`config.mk`:
```
export PLATFORM = sky130hd
export DESIGN_NAME = vsd_multi_timer
export DESIGN_NICKNAME = d
export VERILOG_FILES = /design/src/rtl/vsd_multi_timer.sv
export SDC_FILE = /design/constraint.sdc
export NUM_CORES = 1
export LEC_CHECK = 0
export BUFFER_PORTS_ARGS = -buffer_cell sky130_fd_sc_hd__buf_4
export CORE_UTILIZATION = 60
export DETAILED_ROUTE_END_ITERATION = 10
export PLACE_DENSITY = 0.87
export RECOVER_POWER = 25
export SYNTH_ARGS = -nofsm -noshare
export SYNTH_HDL_FRONTEND = slang
export SYNTH_SLANG_ARGS = --single-unit
```
`constraint.sdc`:
```
create_clock -name clk -period 4.8 [get_ports clk]
set_input_delay 0 -clock clk [delete_from_list [all_inputs] [get_ports clk]]
set_output_delay 0 -clock clk [all_outputs]
set_load 0.01 [all_outputs]
```
`src/rtl/vsd_multi_timer.sv`:
```
`default_nettype none
// ============================================================================
// Module   : vsd_multi_timer
// Purpose  : NUM_CH independent down-counting timers behind one memory-mapped
//            slave port. Each channel supports one-shot/periodic operation,
//            an optional prescaler, sticky timeout/overrun flags and a
//            software restart. Masked per-channel IRQs are ORed to irq_any.
// Ports    : clk, resetn (async, active-low)
//            sel, we, addr[7:0], wdata[31:0]  - slave write/read request
//            rdata[31:0]                      - combinational read data
//            irq[NUM_CH-1:0], irq_any         - interrupt outputs
// Revision : 1.0 - initial release
// ============================================================================
module vsd_multi_timer #(
  parameter int NUM_CH  = 4,
  parameter int CNT_W   = 32,
  parameter int PRESC_W = 8
) (
  input  logic              clk,
  input  logic              resetn,
  input  logic              sel,
  input  logic              we,
  input  logic [7:0]        addr,
  input  logic [31:0]       wdata,
  output logic [31:0]       rdata,
  output logic [NUM_CH-1:0] irq,
  output logic              irq_any
);

  logic              w_wr;
  logic [NUM_CH-1:0] r_mask;
  logic [NUM_CH-1:0] w_tflag;
  logic [31:0]       w_rd_ch [NUM_CH];

  assign w_wr = sel && we;

  always_ff @(posedge clk or negedge resetn) begin
    if (!resetn) begin
      r_mask <= '0;
    end else if (w_wr && (addr == 8'hF4)) begin
      r_mask <= wdata[NUM_CH-1:0];
    end
  end

  for (genvar i = 0; i < NUM_CH; i++) begin : g_ch
    localparam logic [3:0] c_idx = 4'(i);

    logic               r_en;
    logic               r_mode;
    logic               r_presc_en;
    logic [PRESC_W-1:0] r_div;
    logic [PRESC_W-1:0] r_pcnt;
    logic [CNT_W-1:0]   r_load;
    logic [CNT_W-1:0]   r_value;
    logic               r_tflag;
    logic               r_ovr;
    logic               r_ld;      // load cycle pending (follows en rise / restart)

    logic               w_hit;
    logic               w_ctrl_wr;
    logic               w_load_wr;
    logic               w_stat_wr;
    logic               w_start;
    logic               w_tick;
    logic               w_ev;
    logic               w_to;
    logic [31:0]        w_rd;

    assign w_hit     = (addr[7:4] == c_idx);
    assign w_ctrl_wr = w_wr && w_hit && (addr[3:0] == 4'h0);
    assign w_load_wr = w_wr && w_hit && (addr[3:0] == 4'h4);
    assign w_stat_wr = w_wr && w_hit && (addr[3:0] == 4'hC);
    // A load is armed by an en 0->1 write, or by restart written with en=1.
    // Restart written together with en=0 is simply dropped.
    assign w_start   = w_ctrl_wr && wdata[0] && (!r_en || wdata[3]);
    assign w_tick    = r_presc_en ? (r_pcnt == r_div) : 1'b1;
    assign w_ev      = r_en && !r_ld && w_tick;
    assign w_to      = w_ev && (r_value <= CNT_W'(1));

    always_ff @(posedge clk or negedge resetn) begin
      if (!resetn) begin
        r_en       <= 1'b0;
        r_mode     <= 1'b0;
        r_presc_en <= 1'b0;
        r_div      <= '0;
        r_pcnt     <= '0;
        r_load     <= '0;
        r_value    <= '0;
        r_tflag    <= 1'b0;
        r_ovr      <= 1'b0;
        r_ld       <= 1'b0;
      end else begin
        r_ld <= w_start;

        if (!r_en || !r_presc_en || r_ld || w_start) begin
          r_pcnt <= '0;
        end else if (r_pcnt == r_div) begin
          r_pcnt <= '0;
        end else begin
          r_pcnt <= r_pcnt + PRESC_W'(1);
        end

        if (r_ld) begin
          r_value <= r_load;
        end else if (w_ev) begin
          if (w_to) begin
            r_value <= r_mode ? r_load : '0;
          end else begin
            r_value <= r_value - CNT_W'(1);
          end
        end

        // Software CTRL write takes priority over the one-shot auto-clear.
        if (w_ctrl_wr) begin
          r_en       <= wdata[0];
          r_mode     <= wdata[1];
          r_presc_en <= wdata[2];
          r_div      <= wdata[8 +: PRESC_W];
        end else if (w_to && !r_mode) begin
          r_en <= 1'b0;
        end

        if (w_load_wr) begin
          r_load <= wdata[CNT_W-1:0];
        end

        // Hardware set beats the W1C clear in the same cycle.
        if (w_to) begin
          r_tflag <= 1'b1;
        end else if (w_stat_wr && wdata[0]) begin
          r_tflag <= 1'b0;
        end

        if (w_to && r_tflag) begin
          r_ovr <= 1'b1;
        end else if (w_stat_wr && wdata[1]) begin
          r_ovr <= 1'b0;
        end
      end
    end

    always_comb begin
      w_rd = '0;
      if (w_hit) begin
        case (addr[3:0])
          4'h0:    w_rd = 32'({r_div, 5'b00000, r_presc_en, r_mode, r_en});
          4'h4:    w_rd = 32'(r_load);
          4'h8:    w_rd = 32'(r_value);
          4'hC:    w_rd = 32'({r_ovr, r_tflag});
          default: w_rd = '0;
        endcase
      end
    end

    assign w_rd_ch[i] = w_rd;
    assign w_tflag[i] = r_tflag;
  end

  always_comb begin
    rdata = '0;
    if (addr == 8'hF0) begin
      rdata = 32'(w_tflag);
    end else if (addr == 8'hF4) begin
      rdata = 32'(r_mask);
    end else begin
      for (int k = 0; k < NUM_CH; k++) begin
        rdata = rdata | w_rd_ch[k];
      end
    end
  end

  assign irq     = w_tflag & r_mask;
  assign irq_any = |irq;

endmodule
`default_nettype wire

```
==> results of run 1 <==
layout make-up:
cell class	count	area, sq um
Clock buffer	54	1154
Sequential cell	348	8708
Multi-Input combinational cell	1665	11630
Timing Repair Buffer	162	1316
Inverter	33	123.9
Clock inverter	16	177.7
Fill cell	2640	10940
Tap cell	455	569.3
how the worst max path moves through the flow:
| stage | from | end | slack (ns) | cells past startpoint |
|---|---|---|---|---|
| finish | g_ch[0].r_pcnt[2] | g_ch[0].r_value[27] | 1.52 | 7 |
| detailed placement | g_ch[0].r_pcnt[2] | g_ch[0].r_value[27] | 1.64 | 7 |
| global placement | g_ch[0].r_div[7] | g_ch[0].r_value[27] | 1.73 | 7 |
| CTS | g_ch[0].r_pcnt[2] | g_ch[0].r_value[27] | 1.62 | 7 |
| floorplan | g_ch[0].r_value[0] | g_ch[0].r_value[28] | 2.35 | 8 |
| global route | resetn | g_ch[2].r_value[3] | 1.12 | 3 |
power groups by stage:
stage	logic, W	clock network, W	registers (W)
final	0.00416	0.00313	0.00421
after global routing	0.00455	0.00326	0.00427
after global placement	0.00385	0	0.00418
after CTS	0.00403	0.00315	0.00417
after floorplan	0.00321	0	0.00385
after detailed placement	0.00397	0	0.00421
placed cells by master, fill, tap and decap left out, types with 49 or more instances in the layout:
master,netlist,layout
sky130_fd_sc_hd__o21ai_0,72,71
sky130_fd_sc_hd__nand2_1,196,196
sky130_fd_sc_hd__a22oi_1,105,105
sky130_fd_sc_hd__o22ai_1,57,57
sky130_fd_sc_hd__nor2_1,184,180
sky130_fd_sc_hd__nor3_1,50,49
sky130_fd_sc_hd__xor2_1,77,77
sky130_fd_sc_hd__a31oi_1,63,63
sky130_fd_sc_hd__mux2i_1,54,54
sky130_fd_sc_hd__a21oi_1,73,73
sky130_fd_sc_hd__nand3_1,67,66
sky130_fd_sc_hd__buf_4,2,117
sky130_fd_sc_hd__dfrtp_1,348,348
sky130_fd_sc_hd__xnor2_1,62,62
sky130_fd_sc_hd__mux2_2,173,173
logic make-up after synthesis:
kind of cell    synth area share
compound gates            0.1816
simple gates              0.1752
xor+xnor                 0.05755
flops                     0.4117
mux                       0.1262
fa+ha+maj               0.007098
buf+inv                  0.04070
worst max-delay path: stages, from the launching register on:
cell and delay (ns):
sky130_fd_sc_hd__dfrtp_1 0.43, sky130_fd_sc_hd__xnor2_1 0.17, sky130_fd_sc_hd__nand4_1 0.12, sky130_fd_sc_hd__o21ai_0 0.53, sky130_fd_sc_hd__nand3_2 0.56, sky130_fd_sc_hd__buf_4 0.43, sky130_fd_sc_hd__o21ai_0 0.70, sky130_fd_sc_hd__a221o_1 0.26
flip-flops by register name, summed over array words and instances, names as in the netlist:
signal	count
g_ch.r_mode	4
g_ch.r_tflag	4
r_mask	4
g_ch.r_div	32
g_ch.r_en	4
g_ch.r_presc_en	4
g_ch.r_pcnt	32
g_ch.r_value	128
g_ch.r_ld	4
g_ch.r_load	128
g_ch.r_ovr	4
routing by layer:
| layer | wire, um | track usage | share of wire |
|---|---|---|---|
| met2 | 29160 | 0.5530 | 0.43 |
| met3 | 7687 | 0.08227 | 0.11 |
| met4 | 4968 | 0.2395 | 0.073 |
| met1 | 26670 | 0.5344 | 0.39 |
| met5 | 0 | 0 | 0 |
synth_stat cells (all sizes together) (5+ instances only):
cell type / number
dfrtp: 348
nand2: 196
nor2: 184
mux2: 173
clkbuf: 142
a22oi: 105
xor2: 77
o21ai: 76
a21oi: 74
nand3: 67
a31oi: 63
xnor2: 62
o22ai: 57
nor4: 55
mux2i: 54
nor3: 52
o221ai: 46
a221o: 38
buf: 38
and3: 37
inv: 33
or4: 30
or3: 23
nand4: 20
and2: 14
o211ai: 13
a211oi: 12
ha: 12
nor2b: 10
o311ai: 9
mux4: 8
nand4b: 8
o31ai: 8
or2: 8
nand2b: 7
a32oi: 6
o41ai: 5
through the flow:
stage,hold WS (ns),worst slack (ns)
6_report,0.02047,1.523
5_1_grt,0.07889,1.117
4_1_cts,0.004582,1.624
3_5_place_dp,0.1137,1.642
3_3_place_gp,0.1035,1.732
2_1_floorplan,-0.2956,2.354
==> metrics.txt, run 1 <==
# TYPE chip_impl_metric gauge
chip_impl_metric{name="routedWlPerCell",unit="um"} 25.06
chip_impl_metric{name="setup_tns_final",unit="ns"} 0
chip_impl_metric{name="grt_util_all_layers",unit=""} 0.3859
chip_impl_metric{name="area.growth.synth_to_final",unit="%"} 11.97
chip_impl_metric{name="critPathRequiredTime",unit="ns"} 5.29
chip_impl_info{name="startpoint_type",value="flop"} 1
chip_impl_metric{name="count_of_final_max_slew_check_failures",unit=""} 110
chip_impl_metric{name="cts.repair.resized",unit=""} 0
chip_impl_metric{name="fin_nets",unit=""} 2306
chip_impl_metric{name="clock_sink_count",unit=""} 348
chip_impl_metric{name="setup_viol_count_final",unit=""} 0
chip_impl_metric{name="slew_headroom",unit=""} -0.9142
chip_impl_metric{name="power.internal",unit="W"} 0.006940
chip_impl_info{name="setup_repair_after_global_routing_missed_its_margin",value="no"} 1
chip_impl_metric{name="rows",unit=""} 68
chip_impl_metric{name="route.antenna.remaining_nets",unit=""} 0
chip_impl_metric{name="power.switching_fraction",unit=""} 0.3963
chip_impl_metric{name="synth_edf_count",unit=""} 0
chip_impl_metric{name="synth_largest_type_area_fraction",unit=""} 0.4117
chip_impl_metric{name="max_freq",unit="MHz"} 305.2
chip_impl_info{name="capture_endpoint_of_the_worst_hold_path",value="g_ch[2].r_tflag"} 1
chip_impl_metric{name="synth_seq_cells",unit=""} 348
chip_impl_metric{name="grt_pass1_wl",unit="um"} 107000
chip_impl_metric{name="grt.overflow.total",unit=""} 0
chip_impl_metric{name="numPortBuffers",unit=""} 80
chip_impl_metric{name="peakVddDrop",unit="mV"} 0.3173
chip_impl_metric{name="fin_skew",unit="ns"} 0.02673
chip_impl_metric{name="ioPinCount",unit=""} 81
chip_impl_metric{name="synth.yosys.warnings",unit=""} 0
chip_impl_metric{name="globalplace.congestion",unit=""} 1.039
chip_impl_metric{name="worstSkewPairLatency",unit="ns"} 0.56
chip_impl_metric{name="diodes",unit=""} 0
chip_impl_info{name="hold_path_startpoint",value="addr[4]"} 1
chip_impl_metric{name="cts.clk_slew.worst_paths",unit="ns"} 0.06
chip_impl_metric{name="synth.lib_cells_used.distinct",unit=""} 80
chip_impl_metric{name="syn_area_per_cell",unit="sq um"} 9.503
chip_impl_metric{name="cap_viol_max_count",unit=""} 1
chip_impl_info{name="tritoncts",value="built"} 1
chip_impl_metric{name="placedCellCount",unit=""} 2623
chip_impl_metric{name="placeableCoreArea",unit="sq mm"} 0.03463
chip_impl_info{name="status",value="finished, violations left"} 1
chip_impl_info{name="worst_r2r_endpoint",value="g_ch[0].r_value[27]"} 1
chip_impl_info{name="min_path_type",value="in -> reg"} 1
chip_impl_metric{name="yosysSeqAreaShare",unit=""} 0.4117
chip_impl_metric{name="initial_utilization",unit=""} 0.6109
chip_impl_metric{name="postLayoutCoreUtil",unit=""} 0.6840
chip_impl_metric{name="fin_total_pwr",unit="W"} 0.01150
chip_impl_metric{name="vias_per_std_cell",unit=""} 7.146
chip_impl_metric{name="dieWidth",unit="um"} 189.8
chip_impl_info{name="cts_root_buf",value="sky130_fd_sc_hd__clkbuf_16"} 1
chip_impl_metric{name="drcViolationCount",unit=""} 0
chip_impl_metric{name="path_max_fanout",unit=""} 27
chip_impl_info{name="synth.area.top_cells",value="sky130_fd_sc_hd__dfrtp_1 41%, sky130_fd_sc_hd__mux2_2 9.2%, sky130_fd_sc_hd__a22oi_1 3.7%"} 1
chip_impl_metric{name="post-cts-setup-buffers",unit=""} 0
chip_impl_metric{name="post_route_cell_area",unit="sq mm"} 0.02368
chip_impl_metric{name="dp_hpwl",unit="um"} 46700
chip_impl_metric{name="dieHeight",unit="um"} 189.8
chip_impl_info{name="synth_top_area_cell",value="sky130_fd_sc_hd__dfrtp_1"} 1
chip_impl_metric{name="worst-r2r-setup-slack",unit="ns"} 1.52
chip_impl_metric{name="post_synth_instance_area",unit="sq mm"} 0.02115
chip_impl_info{name="yosys_most_used_dff",value="sky130_fd_sc_hd__dfrtp_1"} 1
chip_impl_metric{name="worstMarginPinSlew",unit="ns"} 2.871
chip_impl_metric{name="drive_above_1_share",unit=""} 0.1817
chip_impl_metric{name="p_leak",unit="nW"} 10.14
chip_impl_metric{name="die_area",unit="sq mm"} 0.03601
chip_impl_metric{name="detail_route.first_pass.iterations",unit=""} 6
chip_impl_metric{name="asyncSetResetFlopFracSynth",unit=""} 1.000
chip_impl_metric{name="hold_violations",unit=""} 0
chip_impl_metric{name="tritoncts.num_buffers",unit=""} 40
chip_impl_metric{name="vias_in_the_first_global_route",unit=""} 18304
chip_impl_metric{name="rr_worst_depth",unit=""} 7
chip_impl_metric{name="critical_path_arrival",unit="ns"} 3.76
chip_impl_metric{name="initial_antenna_violation_count",unit=""} 0
chip_impl_metric{name="final_period_minus_worst_setup_slack",unit="ns"} 3.277
chip_impl_metric{name="combPwrFrac",unit=""} 0.362
chip_impl_metric{name="final_cell_count_no_fill",unit=""} 2733
chip_impl_metric{name="detailroute.via_count",unit=""} 19529
chip_impl_metric{name="p_switching",unit="W"} 0.004555
chip_impl_metric{name="power.clock.fraction",unit=""} 0.272
chip_impl_metric{name="power_frac_seq",unit=""} 0.366
chip_impl_metric{name="drt-initial-drc-count",unit=""} 2987
chip_impl_metric{name="synth_cells",unit=""} 2226
chip_impl_metric{name="buffer_levels_on_the_longest_clock_path",unit=""} 3
chip_impl_metric{name="grt_max_degree",unit=""} 139
chip_impl_info{name="cp-end-kind",value="flop"} 1
chip_impl_metric{name="place_area",unit="sq mm"} 0.02197
chip_impl_metric{name="timing.final.crit_share",unit=""} 0.6827
chip_impl_metric{name="cts.hold.buffers_added",unit=""} 40
chip_impl_metric{name="htree_levels",unit=""} 2
chip_impl_metric{name="net_count_synth",unit=""} 2282
chip_impl_info{name="failed_checks",value="max-capacitance violations, max-slew violations"} 1
chip_impl_metric{name="hold_path_depth",unit=""} 5
chip_impl_info{name="timing_worst_setup_path_type",value="reg -> reg"} 1
chip_impl_metric{name="wirelength",unit="um"} 68490
chip_impl_metric{name="pwr_density_cell",unit="mW/mm^2"} 485.4
chip_impl_info{name="critical_path.reg2reg.startpoint",value="g_ch[0].r_pcnt[2]"} 1
No activity file was read; power rests on OpenSTA's default activity.
==> inputs of run 2 (changes only) <==
--- a/config.mk
+++ b/config.mk
@@ -6,9 +6,9 @@
 export NUM_CORES = 1
 export LEC_CHECK = 0
 export BUFFER_PORTS_ARGS = -buffer_cell sky130_fd_sc_hd__buf_4
-export CORE_UTILIZATION = 60
+export CORE_UTILIZATION = 57
 export DETAILED_ROUTE_END_ITERATION = 10
-export PLACE_DENSITY = 0.87
+export PLACE_DENSITY = 0.86
 export RECOVER_POWER = 25
 export SYNTH_ARGS = -nofsm -noshare
 export SYNTH_HDL_FRONTEND = slang
==> constraint.sdc (replaced) <==
create_clock -name clk -period 2.7 [get_ports clk]
set_input_delay 0 -clock clk [delete_from_list [all_inputs] [get_ports clk]]
set_output_delay 0 -clock clk [all_outputs]
set_load 0.01 [all_outputs]
==> metrics.txt, run 2 (same netlist as run 1, synthesis figures left out) <==
# TYPE chip_impl_metric gauge
chip_impl_metric{name="htree_levels",unit=""} 2
chip_impl_metric{name="vias_per_std_cell",unit=""} 6.987
chip_impl_metric{name="worstSkewPairLatency",unit="ns"} 0.57
chip_impl_metric{name="drive_above_1_share",unit=""} 0.2107
chip_impl_metric{name="critPathRequiredTime",unit="ns"} 2.70
chip_impl_metric{name="die_area",unit="sq mm"} 0.03788
chip_impl_metric{name="route.antenna.remaining_nets",unit=""} 0
chip_impl_metric{name="detail_route.first_pass.iterations",unit=""} 7
chip_impl_metric{name="drt-initial-drc-count",unit=""} 2671
chip_impl_metric{name="initial_antenna_violation_count",unit=""} 1
chip_impl_metric{name="timing.final.crit_share",unit=""} 0.9693
chip_impl_info{name="crit_path_frequent_cell",value="sky130_fd_sc_hd__buf_4"} 1
chip_impl_metric{name="grt_util_all_layers",unit=""} 0.3747
chip_impl_metric{name="diodes",unit=""} 0
chip_impl_metric{name="post-cts-setup-buffers",unit=""} 0
chip_impl_info{name="critPathSlowestCell",value="sky130_fd_sc_hd__dlygate4sd3_1"} 1
chip_impl_info{name="cts_root_buf",value="sky130_fd_sc_hd__clkbuf_16"} 1
chip_impl_metric{name="tritoncts.num_buffers",unit=""} 40
chip_impl_metric{name="grt.overflow.total",unit=""} 0
chip_impl_metric{name="slew_headroom",unit=""} -0.6145
chip_impl_metric{name="cap_viol_max_count",unit=""} 1
chip_impl_info{name="final_cell_mix",value="348 x sky130_fd_sc_hd__dfrtp_1, 195 x sky130_fd_sc_hd__nand2_1, 190 x sky130_fd_sc_hd__buf_4, 180 x sky130_fd_sc_hd__nor2_1, 173 x sky130_fd_sc_hd__mux2_2"} 1
chip_impl_info{name="cp-end-kind",value="primary output"} 1
chip_impl_metric{name="worstMarginPinSlew",unit="ns"} 2.422
chip_impl_metric{name="setup_viol_count_final",unit=""} 0
chip_impl_metric{name="dp_hpwl",unit="um"} 49650
chip_impl_metric{name="final_period_minus_worst_setup_slack",unit="ns"} 2.617
chip_impl_metric{name="setup_tns_final",unit="ns"} 0
chip_impl_metric{name="regArea",unit="sq mm"} 0.008708
chip_impl_metric{name="peakVddDrop",unit="mV"} 0.4176
chip_impl_metric{name="fin_skew",unit="ns"} 0.01479
chip_impl_metric{name="hold_violations",unit=""} 0
chip_impl_info{name="tritoncts",value="built"} 1
chip_impl_metric{name="postLayoutCoreUtil",unit=""} 0.6709
chip_impl_metric{name="ioPinCount",unit=""} 81
chip_impl_metric{name="grt_pass1_wl",unit="um"} 110400
chip_impl_metric{name="globalplace.congestion",unit=""} 1.064
chip_impl_metric{name="wirelength",unit="um"} 70880
chip_impl_metric{name="rows",unit=""} 70
chip_impl_metric{name="fin_nets",unit=""} 2389
chip_impl_metric{name="path_max_fanout",unit=""} 46
chip_impl_info{name="startpoint_type",value="input pin"} 1
chip_impl_metric{name="clock_sink_count",unit=""} 348
chip_impl_metric{name="multi_input_comb_area",unit="sq mm"} 0.01166
chip_impl_metric{name="numPortBuffers",unit=""} 80
chip_impl_metric{name="drcViolationCount",unit=""} 0
chip_impl_metric{name="max_freq",unit="MHz"} 382.1
chip_impl_metric{name="placeableCoreArea",unit="sq mm"} 0.03652
chip_impl_info{name="timing_worst_setup_path_type",value="in -> out"} 1
chip_impl_info{name="worst_path_cell_trace",value="dlygate4sd3_1 -> buf_4 -> nor4_2 -> buf_6 -> a22o_1 -> a221oi_1 -> o22ai_1 -> buf_4"} 1
chip_impl_info{name="failed_checks",value="max-capacitance violations, max-slew violations"} 1
chip_impl_metric{name="buffer_levels_on_the_longest_clock_path",unit=""} 3
chip_impl_info{name="layout_top_registers",value="g_ch.r_load: 128 flops, g_ch.r_value: 128 flops"} 1
chip_impl_metric{name="vias_in_the_first_global_route",unit=""} 18842
chip_impl_metric{name="dieWidth",unit="um"} 194.6
chip_impl_metric{name="detailroute.via_count",unit=""} 19780
chip_impl_metric{name="pwr_density_cell",unit="mW/mm^2"} 869.1
chip_impl_metric{name="dieHeight",unit="um"} 194.6
chip_impl_info{name="status",value="finished, violations left"} 1
chip_impl_info{name="min_path_type",value="in -> reg"} 1
chip_impl_info{name="setup_repair_after_global_routing_missed_its_margin",value="no"} 1
chip_impl_metric{name="initial_utilization",unit=""} 0.5792
chip_impl_metric{name="fillerInstances",unit=""} 2789
chip_impl_metric{name="critical-path-max-stage-delay",unit="ns"} 0.56
chip_impl_metric{name="count_of_final_max_slew_check_failures",unit=""} 94
chip_impl_metric{name="critical_path_arrival",unit="ns"} 2.62
chip_impl_metric{name="area.growth.synth_to_final",unit="%"} 15.83
chip_impl_metric{name="routedWlPerCell",unit="um"} 25.04
chip_impl_metric{name="grt_max_degree",unit=""} 97
chip_impl_metric{name="p_leak",unit="nW"} 10.60
chip_impl_metric{name="cts.clk_slew.worst_paths",unit="ns"} 0.06
chip_impl_info{name="mostFrequentLayoutCell",value="sky130_fd_sc_hd__dfrtp_1"} 1
## run 2: changes by cell type in the layout (fill, tap and decap cells not counted), sizes merged
cell      change
inv           +1
clkinvlp      -2
buf          +86
clkbuf        +4
bufinv        +1
clkinv        -5
## run 2: report_power, final
part           switching, W  total [W]  internal [W]
Sequential          0.00137    0.00735       0.00599
Combinational       0.00463    0.00826       0.00363
Clock               0.00226    0.00568       0.00342
## run 2: metal layers
metal / routed length, um / GRT usage
met3: 7401 / 0.07409
met5: 17 / 0
met2: 31390 / 0.5589
met1: 27360 / 0.5078
met4: 4709 / 0.2202
## run 2: critical path: cells and delay by family
family | cells | cell delay [ns]
buf+inv | 4 | 1.35
simple gates | 1 | 0.46
compound gates | 3 | 0.76
## run 2: timing repair
item	CTS	global route
gates resized for setup	2	7
gates cloned	0	0
hold buffers	40	0
endpoints found under the hold margin	273	0
setup endpoints to repair	4	24
## run 2: final timing paths
check	from	endpoint	slack [ns]	depth (start not counted)
worst min-delay path	addr[2]	g_ch[0].r_ld	0.05	4
min in group asynchronous	resetn	g_ch[2].r_load[30]	0.70	2
worst max register to register	g_ch[2].r_value[26]	g_ch[2].r_en	0.10	6
max in group asynchronous	resetn	g_ch[0].r_value[29]	0.52	3
worst max-delay path	addr[4]	rdata[3]	0.08	8
worst min register to register	g_ch[2].r_ovr	g_ch[2].r_ovr	0.51	2
## run 2: per-stage QoR
| step | instances | power (W) | instance area [sq um] | worst slack (ns) | hold WS (ns) |
|---|---|---|---|---|---|
| finish | 2831 | 0.02130 | 24500 | 0.08277 | 0.04623 |
| global route | 2831 | 0.02231 | 24500 | 0.01135 | 0.08191 |
| CTS | 2831 | 0.02100 | 24500 | 0.06300 | 0.01132 |
| detailed placement | 2719 | 0.01524 | 22740 | 0.02141 | 0.08978 |
| global placement | 2719 | 0.01496 | 22740 | 0.1468 | 0.08980 |
| floorplan | 2226 | 0.01254 | 21150 | 0.2544 | -0.2956 |
## run 2: final cells by class
| cell class | count | share of cell area |
|---|---|---|
| clock buffer | 61 | 0.04861 |
| clock inverter | 11 | 0.006741 |
| inverter | 33 | 0.005055 |
| multi-input combinational | 1665 | 0.4758 |
| sequential | 348 | 0.3554 |
| tap | 468 | 0.02390 |
| timing repair buffer | 245 | 0.08451 |
==> inputs of run 3 (changes only) <==
--- a/config.mk
+++ b/config.mk
@@ -5,7 +5,9 @@
 export SDC_FILE = /design/constraint.sdc
 export NUM_CORES = 1
 export LEC_CHECK = 0
+export ABC_AREA = 0
 export BUFFER_PORTS_ARGS = -buffer_cell sky130_fd_sc_hd__buf_4
+export CORE_ASPECT_RATIO = 0.5
 export CORE_UTILIZATION = 57
 export DETAILED_ROUTE_END_ITERATION = 10
 export PLACE_DENSITY = 0.86
==> metrics.txt, run 3 (same netlist as run 1, synthesis figures left out) <==
# TYPE chip_impl_metric gauge
chip_impl_info{name="status",value="finished, violations left"} 1
chip_impl_info{name="failed_checks",value="max-capacitance violations, max-slew violations"} 1
chip_impl_metric{name="rows",unit=""} 49
chip_impl_info{name="min_path_type",value="in -> reg"} 1
chip_impl_metric{name="pwr_density_cell",unit="mW/mm^2"} 853.4
chip_impl_metric{name="numPortBuffers",unit=""} 80
chip_impl_metric{name="p_leak",unit="nW"} 10.54
chip_impl_metric{name="path_max_fanout",unit=""} 46
chip_impl_metric{name="buffer_levels_on_the_longest_clock_path",unit=""} 3
chip_impl_metric{name="placedCellCount",unit=""} 2746
chip_impl_metric{name="max_freq",unit="MHz"} 381.3
chip_impl_metric{name="tritoncts.num_buffers",unit=""} 34
chip_impl_metric{name="drt-initial-drc-count",unit=""} 3429
chip_impl_metric{name="post-cts-setup-buffers",unit=""} 0
chip_impl_metric{name="route.antenna.remaining_nets",unit=""} 0
chip_impl_info{name="setup_repair_after_global_routing_missed_its_margin",value="no"} 1
chip_impl_metric{name="rr_worst_depth",unit=""} 7
chip_impl_metric{name="die_area",unit="sq mm"} 0.03793
chip_impl_info{name="startpoint_type",value="input pin"} 1
chip_impl_info{name="critical_path.reg2reg.startpoint",value="g_ch[3].r_value[26]"} 1
chip_impl_metric{name="timing.final.crit_share",unit=""} 0.9713
chip_impl_metric{name="dp_hpwl",unit="um"} 51680
chip_impl_metric{name="area.growth.synth_to_final",unit="%"} 15.30
chip_impl_metric{name="drcViolationCount",unit=""} 0
chip_impl_metric{name="worstSkewPairLatency",unit="ns"} 0.56
chip_impl_metric{name="grt_util_all_layers",unit=""} 0.3907
chip_impl_metric{name="drive_above_1_share",unit=""} 0.2143
chip_impl_metric{name="setup_viol_count_final",unit=""} 0
chip_impl_info{name="timing_worst_setup_path_type",value="in -> out"} 1
chip_impl_metric{name="fin_nets",unit=""} 2392
chip_impl_metric{name="initial_utilization",unit=""} 0.5838
chip_impl_info{name="layout_top_registers",value="g_ch.r_load: 128 flops, g_ch.r_value: 128 flops"} 1
chip_impl_info{name="cts_root_buf",value="sky130_fd_sc_hd__clkbuf_16"} 1
chip_impl_metric{name="routedWlPerCell",unit="um"} 26.36
chip_impl_metric{name="hold_path_depth",unit=""} 5
chip_impl_metric{name="critPathRequiredTime",unit="ns"} 2.70
chip_impl_metric{name="ioPinCount",unit=""} 81
chip_impl_info{name="worst_r2r_endpoint",value="g_ch[3].r_value[10]"} 1
chip_impl_metric{name="final_critical_path_setup_slack",unit="ns"} 0.07746
chip_impl_info{name="mostFrequentLayoutCell",value="sky130_fd_sc_hd__dfrtp_1"} 1
chip_impl_metric{name="dieHeight",unit="um"} 138.2
chip_impl_metric{name="initial_antenna_violation_count",unit=""} 12
chip_impl_metric{name="hold_violations",unit=""} 0
chip_impl_metric{name="wirelength",unit="um"} 75020
chip_impl_info{name="tritoncts",value="built"} 1
chip_impl_metric{name="dieWidth",unit="um"} 274.4
chip_impl_metric{name="final_period_minus_worst_setup_slack",unit="ns"} 2.623
chip_impl_metric{name="clock_sink_count",unit=""} 348
chip_impl_metric{name="slew_headroom",unit=""} -0.3613
chip_impl_metric{name="vias_per_std_cell",unit=""} 7.118
chip_impl_metric{name="grt.overflow.total",unit=""} 0
chip_impl_metric{name="peakVddDrop",unit="mV"} 0.4263
chip_impl_metric{name="worstMarginPinSlew",unit="ns"} 2.042
chip_impl_metric{name="setup_tns_final",unit="ns"} 0
chip_impl_metric{name="detailroute.via_count",unit=""} 20259
chip_impl_metric{name="detailedPlace.worstSlack",unit="ns"} 0.1068
chip_impl_metric{name="grt_pass1_wl",unit="um"} 113700
chip_impl_info{name="cp-end-kind",value="primary output"} 1
chip_impl_metric{name="fin_skew",unit="ns"} 0.03101
chip_impl_info{name="hold_path_startpoint",value="addr[4]"} 1
chip_impl_metric{name="htree_levels",unit=""} 2
chip_impl_metric{name="placeableCoreArea",unit="sq mm"} 0.03623
chip_impl_metric{name="vias_in_the_first_global_route",unit=""} 18799
chip_impl_metric{name="critical_path_arrival",unit="ns"} 2.62
chip_impl_metric{name="detail_route.first_pass.iterations",unit=""} 9
chip_impl_metric{name="count_of_final_max_slew_check_failures",unit=""} 67
chip_impl_metric{name="grt_max_degree",unit=""} 71
chip_impl_metric{name="cap_viol_max_count",unit=""} 1
chip_impl_metric{name="final_cell_count_no_fill",unit=""} 2846
chip_impl_metric{name="worst-r2r-setup-slack",unit="ns"} 0.11
chip_impl_metric{name="cts.clk_slew.worst_paths",unit="ns"} 0.07
chip_impl_info{name="final_cell_mix",value="348 x sky130_fd_sc_hd__dfrtp_1, 206 x sky130_fd_sc_hd__buf_4, 194 x sky130_fd_sc_hd__nand2_1, 180 x sky130_fd_sc_hd__nor2_1, 173 x sky130_fd_sc_hd__mux2_2"} 1
chip_impl_metric{name="globalplace.congestion",unit=""} 0.9932
chip_impl_info{name="capture_endpoint_of_the_worst_hold_path",value="g_ch[0].r_ovr"} 1
[run 3: power by group]
group          total, W  internal (W)  leakage (nW)  switching (W)
combinational   0.00832       0.00366          5.26        0.00466
sequential      0.00728       0.00598          4.71        0.00130
clock           0.00522       0.00300         0.568        0.00222
total            0.0208        0.0126          10.5        0.00818
[run 3: metrics by stage]
stage          instance area (sq um)    util  hold slack, ns  power (W)
2_1_floorplan                  21150       -         -0.2956    0.01254
3_3_place_gp                   22800  0.6293         0.01347    0.01495
3_5_place_dp                   22800  0.6293         0.01962    0.01517
4_1_cts                        24360  0.6722         0.01001    0.02038
5_1_grt                        24380  0.6728         0.05945    0.02177
6_report                       24390  0.6731         0.02465    0.02081
[run 3: cell type report]
class                      count  area, sq um
antenna                        5        12.51
clock buffer                  44        958.4
clock inverter                13        216.5
fill                        2621        11840
inverter                      33        123.9
multi-input combinational   1665        11670
sequential                   348         8708
tap                          484        605.6
timing repair buffer         254         2097
[run 3: worst max-delay path: stages]
cell and delay [ns]:
sky130_fd_sc_hd__dlygate4sd3_1 0.55, sky130_fd_sc_hd__buf_4 0.17, sky130_fd_sc_hd__nor4_2 0.33, sky130_fd_sc_hd__buf_4 0.51
sky130_fd_sc_hd__a22oi_1 0.18, sky130_fd_sc_hd__o22ai_1 0.42, sky130_fd_sc_hd__nor2_1 0.16, sky130_fd_sc_hd__nor2_1 0.13
sky130_fd_sc_hd__buf_4 0.13
[run 3: worst max path at each step]
stage | slack (ns) | cells past startpoint | start | end
finish | 0.08 | 9 | addr[5] | rdata[6]
global route | 0.002 | 7 | g_ch[3].r_value[24] | g_ch[3].r_value[7]
detailed placement | 0.11 | 6 | g_ch[1].r_value[11] | g_ch[1].r_value[29]
floorplan | 0.25 | 8 | g_ch[0].r_value[0] | g_ch[0].r_value[28]
CTS | 0.1 | 6 | g_ch[1].r_value[11] | g_ch[1].r_value[29]
global placement | 0.19 | 7 | g_ch[0].r_value[30] | g_ch[0].r_value[11]
[run 3: routing by layer]
metal  up-vias  routed length [um]  GRT usage
li1       8550                   -          -
met1      9913               29610     0.5574
met2      1529               32430     0.5781
met3       261               10290     0.1145
met4         6                2660     0.1108
met5         -                  41          0
[run 3: repair_timing]
action,in CTS,in global routing
hold endpoints to repair,461,0
endpoints found under the setup margin,0,17
hold buffers,38,0
resized for setup,0,8
